--- config.mk ---
export PLATFORM = sky130hd
export DESIGN_NAME = seg_scan
export DESIGN_NICKNAME = d
export VERILOG_FILES = /design/src/rtl/seg_scan.sv
export SDC_FILE = /design/constraint.sdc
export NUM_CORES = 1
export LEC_CHECK = 0
export CORE_MARGIN = 4
export CORE_UTILIZATION = 34
export CTS_CLUSTER_SIZE = 28
export DETAILED_ROUTE_END_ITERATION = 7
export SYNTH_ARGS = -nofsm -noshare
export SYNTH_HDL_FRONTEND = slang
export SYNTH_SLANG_ARGS = --single-unit
--- constraint.sdc ---
create_clock -name clk -period 7.6 [get_ports clk]
set_input_delay 1.14 -clock clk [delete_from_list [all_inputs] [get_ports clk]]
set_output_delay 1.14 -clock clk [all_outputs]
set_load 0.02 [all_outputs]
--- src/rtl/seg_scan.sv ---
// seg_scan: multiplexed seven-segment scanner with per-frame data latch,
// leading-zero blanking, frame-done strobe, enable gate and output polarity.
module seg_scan #(
  parameter int DIGITS         = 8,
  parameter int DIV            = 50000,
  parameter int SEL_ACTIVE_LOW = 1,
  parameter int SEG_ACTIVE_LOW = 0
) (
  input  logic                  clk,
  input  logic                  rst_n,
  input  logic                  enable,
  input  logic [4*DIGITS-1:0]   data,
  input  logic [DIGITS-1:0]     dp,
  input  logic                  blank_lz,
  output logic [DIGITS-1:0]     sel,
  output logic [7:0]            segment,
  output logic                  frame_done
);

  localparam int DIV_W = (DIV > 1) ? $clog2(DIV) : 1;
  localparam int IDX_W = (DIGITS > 1) ? $clog2(DIGITS) : 1;

  localparam logic [DIGITS-1:0] SEL_OFF = (SEL_ACTIVE_LOW != 0) ? '1 : '0;
  localparam logic [7:0]        SEG_OFF = (SEG_ACTIVE_LOW != 0) ? '1 : '0;

  logic [DIV_W-1:0]    div_cnt;
  logic [IDX_W-1:0]    idx;
  logic [4*DIGITS-1:0] shadow_data;
  logic [DIGITS-1:0]   shadow_dp;
  logic                shadow_blz;

  logic                tick;
  logic                frame_start;
  logic [IDX_W-1:0]    next_idx;
  logic [IDX_W-1:0]    nib;
  logic [4*DIGITS-1:0] src_data;
  logic [DIGITS-1:0]   src_dp;
  logic                src_blz;
  logic [3:0]          nibble;
  logic                nib_dp;
  logic                upper_nz;
  logic                blank;
  logic [6:0]          pat;
  logic [DIGITS-1:0]   sel_next;
  logic [7:0]          seg_next;

  // Next-slot decode; at a frame start the pattern comes from the live inputs
  // being captured so slot 0 already reflects the new frame.
  always_comb begin
    tick        = (div_cnt == DIV_W'(DIV - 1));
    next_idx    = (idx == IDX_W'(DIGITS - 1)) ? '0 : idx + 1'b1;
    frame_start = tick && (next_idx == '0);
    src_data    = frame_start ? data     : shadow_data;
    src_dp      = frame_start ? dp       : shadow_dp;
    src_blz     = frame_start ? blank_lz : shadow_blz;
    nib         = IDX_W'(DIGITS - 1) - next_idx;

    nibble   = '0;
    nib_dp   = 1'b0;
    upper_nz = 1'b0;
    sel_next = '0;
    for (int unsigned j = 0; j < DIGITS; j++) begin
      if (IDX_W'(j) == nib) begin
        nibble = src_data[4*j +: 4];
        nib_dp = src_dp[j];
      end
      if (IDX_W'(j) >= nib && src_data[4*j +: 4] != 4'h0) upper_nz = 1'b1;
      sel_next[j] = (IDX_W'(j) == next_idx);
    end
    blank = src_blz && (nib != '0) && !upper_nz;

    case (nibble)
      4'h0: pat = 7'h3F;
      4'h1: pat = 7'h06;
      4'h2: pat = 7'h5B;
      4'h3: pat = 7'h4F;
      4'h4: pat = 7'h66;
      4'h5: pat = 7'h6D;
      4'h6: pat = 7'h7D;
      4'h7: pat = 7'h07;
      4'h8: pat = 7'h7F;
      4'h9: pat = 7'h6F;
      4'hA: pat = 7'h77;
      4'hB: pat = 7'h7C;
      4'hC: pat = 7'h39;
      4'hD: pat = 7'h5E;
      4'hE: pat = 7'h79;
      default: pat = 7'h71;
    endcase

    seg_next = {nib_dp, (blank ? 7'h00 : pat)} ^ SEG_OFF;
    sel_next = sel_next ^ SEL_OFF;
  end

  // Prescaler, slot counter, frame latch and registered outputs.
  always_ff @(posedge clk or negedge rst_n) begin
    if (!rst_n) begin
      div_cnt     <= '0;
      idx         <= IDX_W'(DIGITS - 1);
      shadow_data <= '0;
      shadow_dp   <= '0;
      shadow_blz  <= 1'b0;
      sel         <= SEL_OFF;
      segment     <= SEG_OFF;
      frame_done  <= 1'b0;
    end else if (!enable) begin
      div_cnt    <= '0;
      idx        <= IDX_W'(DIGITS - 1);
      sel        <= SEL_OFF;
      segment    <= SEG_OFF;
      frame_done <= 1'b0;
    end else begin
      frame_done <= frame_start;
      if (tick) begin
        div_cnt <= '0;
        idx     <= next_idx;
        sel     <= sel_next;
        segment <= seg_next;
        if (frame_start) begin
          shadow_data <= data;
          shadow_dp   <= dp;
          shadow_blz  <= blank_lz;
        end
      end else begin
        div_cnt <= div_cnt + 1'b1;
      end
    end
  end

endmodule

==> flow_summary.ini <==
[status]
outcome = completed

[clocking]
clkSlewWorstSetupHoldPaths_ns = 0.06
cts_tree = yes
post_cts_buffers = 0
hold_buffers = 0
cts_max_level = 3
clkSinkCount = 76
cts_resized = 0
clock_latency_ns = 0.33
root_buffer = clkbuf_16
cts_buffers = 9
cts_max_path_buffers = 2

[critical_path]
worstSetupEndpointType = flip-flop
crit_path_top_delay_cell = dfstp_2
cp_slowest_stage_delay_ns = 0.86
cpMostUsedCell = ha_1
criticalPathCategory = reg -> reg
start_kind = flip-flop
critPathRequiredTime_ns = 7.86
crit_chain = ha_1 > ha_1 > nor2b_1 > nor3_4 > and3_1 > a211oi_2 > o22ai_1 > inv_1 > ha_1 > inv_1 > a21oi_1 > mux2_2 > o21ai_2
cp_max_fo = 26
crit_arrival_ns = 4.29
r2r_slack_ns = 3.57

[global_routing]
grt_overflow_total = 0
grt_pass1_vias = 3104
grt_max_degree = 77
grt_usage_pct = 14.6
antenna_found_initial = 0
grt_pass1_wl_um = 15700

[cells_and_area]
syn_to_final_growth_pct = 23.5
fill_cells = 1130
multi_input_area_um2 = 1980
layout.nets = 476
regArea_um2 = 1920
diodes = 0
drive_above_1_share_pct = 19.9

[synthesis]
ys_seq_elements = 76
syn_nets = 428
yosys.area.top_type_share_pct = 40.3
synthFlopType = dfrtp_1
synthDistinctLibCells = 57
synth_largest_area_cell = dfrtp_1
synth.cell_area_um2 = 4030
synth-edff-count = 0
synthTopCellsByCount = dfrtp_1 (65), mux2_2 (44), nand2_1 (34)
synth-async-reset-ratio_pct = 100
syn_area_per_cell_um2 = 10.8
synthTopCellsByArea = dfrtp_1 (40%), mux2_2 (12%), dfstp_2 (7.2%)
yosysSeqAreaShare_pct = 47.5
synth_cells = 375
yosys_warnings = 0
synth_most_common_cell = dfrtp_1

[timing]
min_period_over_period_pct = 53.0
slew_headroom_pct = 35.3
rsz0062_at_grt = false
finalMaxSlewViolations = 0
final.setup.worst_slack_ns = 3.57
setup_tns_ns = 0
fin_skew_ns = 0.00615
hold_viol = 0
final-setup-viol-count = 0
min_period_ns = 4.03
max_freq_mhz = 248
worst_pin_slew_ns = 0.970

[die]
coreArea_um2 = 11500
design.die.area_um2 = 13700
start_util_pct = 35.0
die_x_um = 117
ios = 61
fp-row-count = 39
dieHeight_um = 117

[pwr]
max-vdd-ir-drop_v = 0.0000908
switchingPower_mw = 0.187
p_seq_share_pct = 48.2
p_clk_share_pct = 47.3
powerDensity_nw_per_um2 = 170
power.internal_mw = 0.658
p_total_mw = 0.845
swShare_pct = 22.1
p_comb_share_pct = 4.6
p_leak_nw = 2.29

[routing]
postRouteAntennaNets = 0
vias_per_cell = 5.22
firstDrtPassIters = 5
drc = 0
wl_um = 9290
num_vias = 2980
wire_per_inst_um = 16.3
drt_iter0_markers = 221

[placed_design]
dp_slack_ns = 3.60
portBuffers = 60
dp_hpwl_um = 6660
place_congestion = 0.825

[hold_path]
min_path_type = reg -> reg

[flow_run]
maxCapViolCount = 0
-- flip-flops by register name (all words and copies together), names as in the netlist --
register	cells
div_cnt	16
idx	3
segment	8
sel	8
shadow_dp	7
frame_done	1
shadow_blz	1
shadow_data	32
-- cells in the final DEF, fill, tap and decap left out, types with 2 or more instances in the layout --
master and n:
a211o_1 2, a21oi_1 11, a22o_1 3, and2_1 2, and3_1 9, clkbuf_16 9
clkdlybuf4s50_1 59, clkinv_4 2, clkinvlp_4 2, dfrtp_1 65, dfstp_2 11, ha_1 9
inv_1 6, mux2_2 44, mux2i_1 14, nand2_1 34, nand2b_1 2, nand3_1 16
nand4_1 3, nor2_1 29, nor2b_1 3, nor3_1 3, nor4_1 13, o211ai_1 6
o21ai_0 10, o21ai_1 5, o22ai_1 6, o31ai_1 3, or4_1 2, xnor2_1 5
xor2_1 9
-- cell type report --
class	instances	area share (%)
Sequential cell	76	38.5
Timing Repair Buffer	61	12.1
Clock buffer	11	4.88
Tap cell	143	3.59
Multi-Input combinational cell	269	39.7
Clock inverter	5	0.754
Inverter	6	0.452
-- per-layer routing --
metal | track usage (%) | vias to the layer above | wire, um
li1 | - | 1448 | -
met1 | 19.6 | 1460 | 4380
met2 | 23.5 | 62 | 4360
met3 | 3.65 | 10 | 442
met4 | 3.67 | 0 | 112
met5 | 0 | - | 0
-- cell families after synthesis --
family / share of synthesized area (%)
buffers and inverters: 3.57
AO/OA/AOI/OAI: 10.1
flip-flops: 47.5
adder cells (fa/ha/maj): 2.79
AND/OR/NAND/NOR: 17.2
multiplexers: 15.8
XOR/XNOR: 3.04
-- power by group through the flow --
stage / Clock [mW] / Combinational (mW) / Sequential, mW
finish: 0.400 / 0.0386 / 0.407
global route: 0.423 / 0.0427 / 0.407
CTS: 0.407 / 0.0398 / 0.407
detailed placement: 0 / 0.0396 / 0.414
global placement: 0 / 0.0392 / 0.414
floorplan: 0 / 0.00545 / 0.414
-- final timing paths --
kind | endpoint | startpoint | cells after the start
worst max-delay path | segment[1] | idx[0] | 13
worst min-delay path | div_cnt[0] | div_cnt[0] | 1
worst max register to register | segment[1] | idx[0] | 13
worst min register to register | div_cnt[0] | div_cnt[0] | 1
max in group asynchronous | shadow_data[29] | rst_n | 2
min in group asynchronous | div_cnt[10] | rst_n | 2
-- through the flow --
stage                     cells  utilization [%]  hold slack (ns)  area [um^2]
final                       571             43.2            0.462         4980
after global routing        571             43.2            0.478         4980
after CTS                   571             43.2            0.467         4980
after detailed placement    555             40.8            0.459         4700
after global placement      555             40.8            0.443         4700
after floorplan             375                -            0.425         4030
-- worst max-delay path: cells and delay by family, from the launching register on --
kind / cells / cell delay, ns
adders and majority gates: 3 / 0.97
and+or+nand+nor: 3 / 0.95
DFF: 1 / 0.86
AOI/OAI and AO/OA: 4 / 0.65
muxes: 1 / 0.28
buffers and inverters: 2 / 0.25
(Power assumes the default switching activity.)
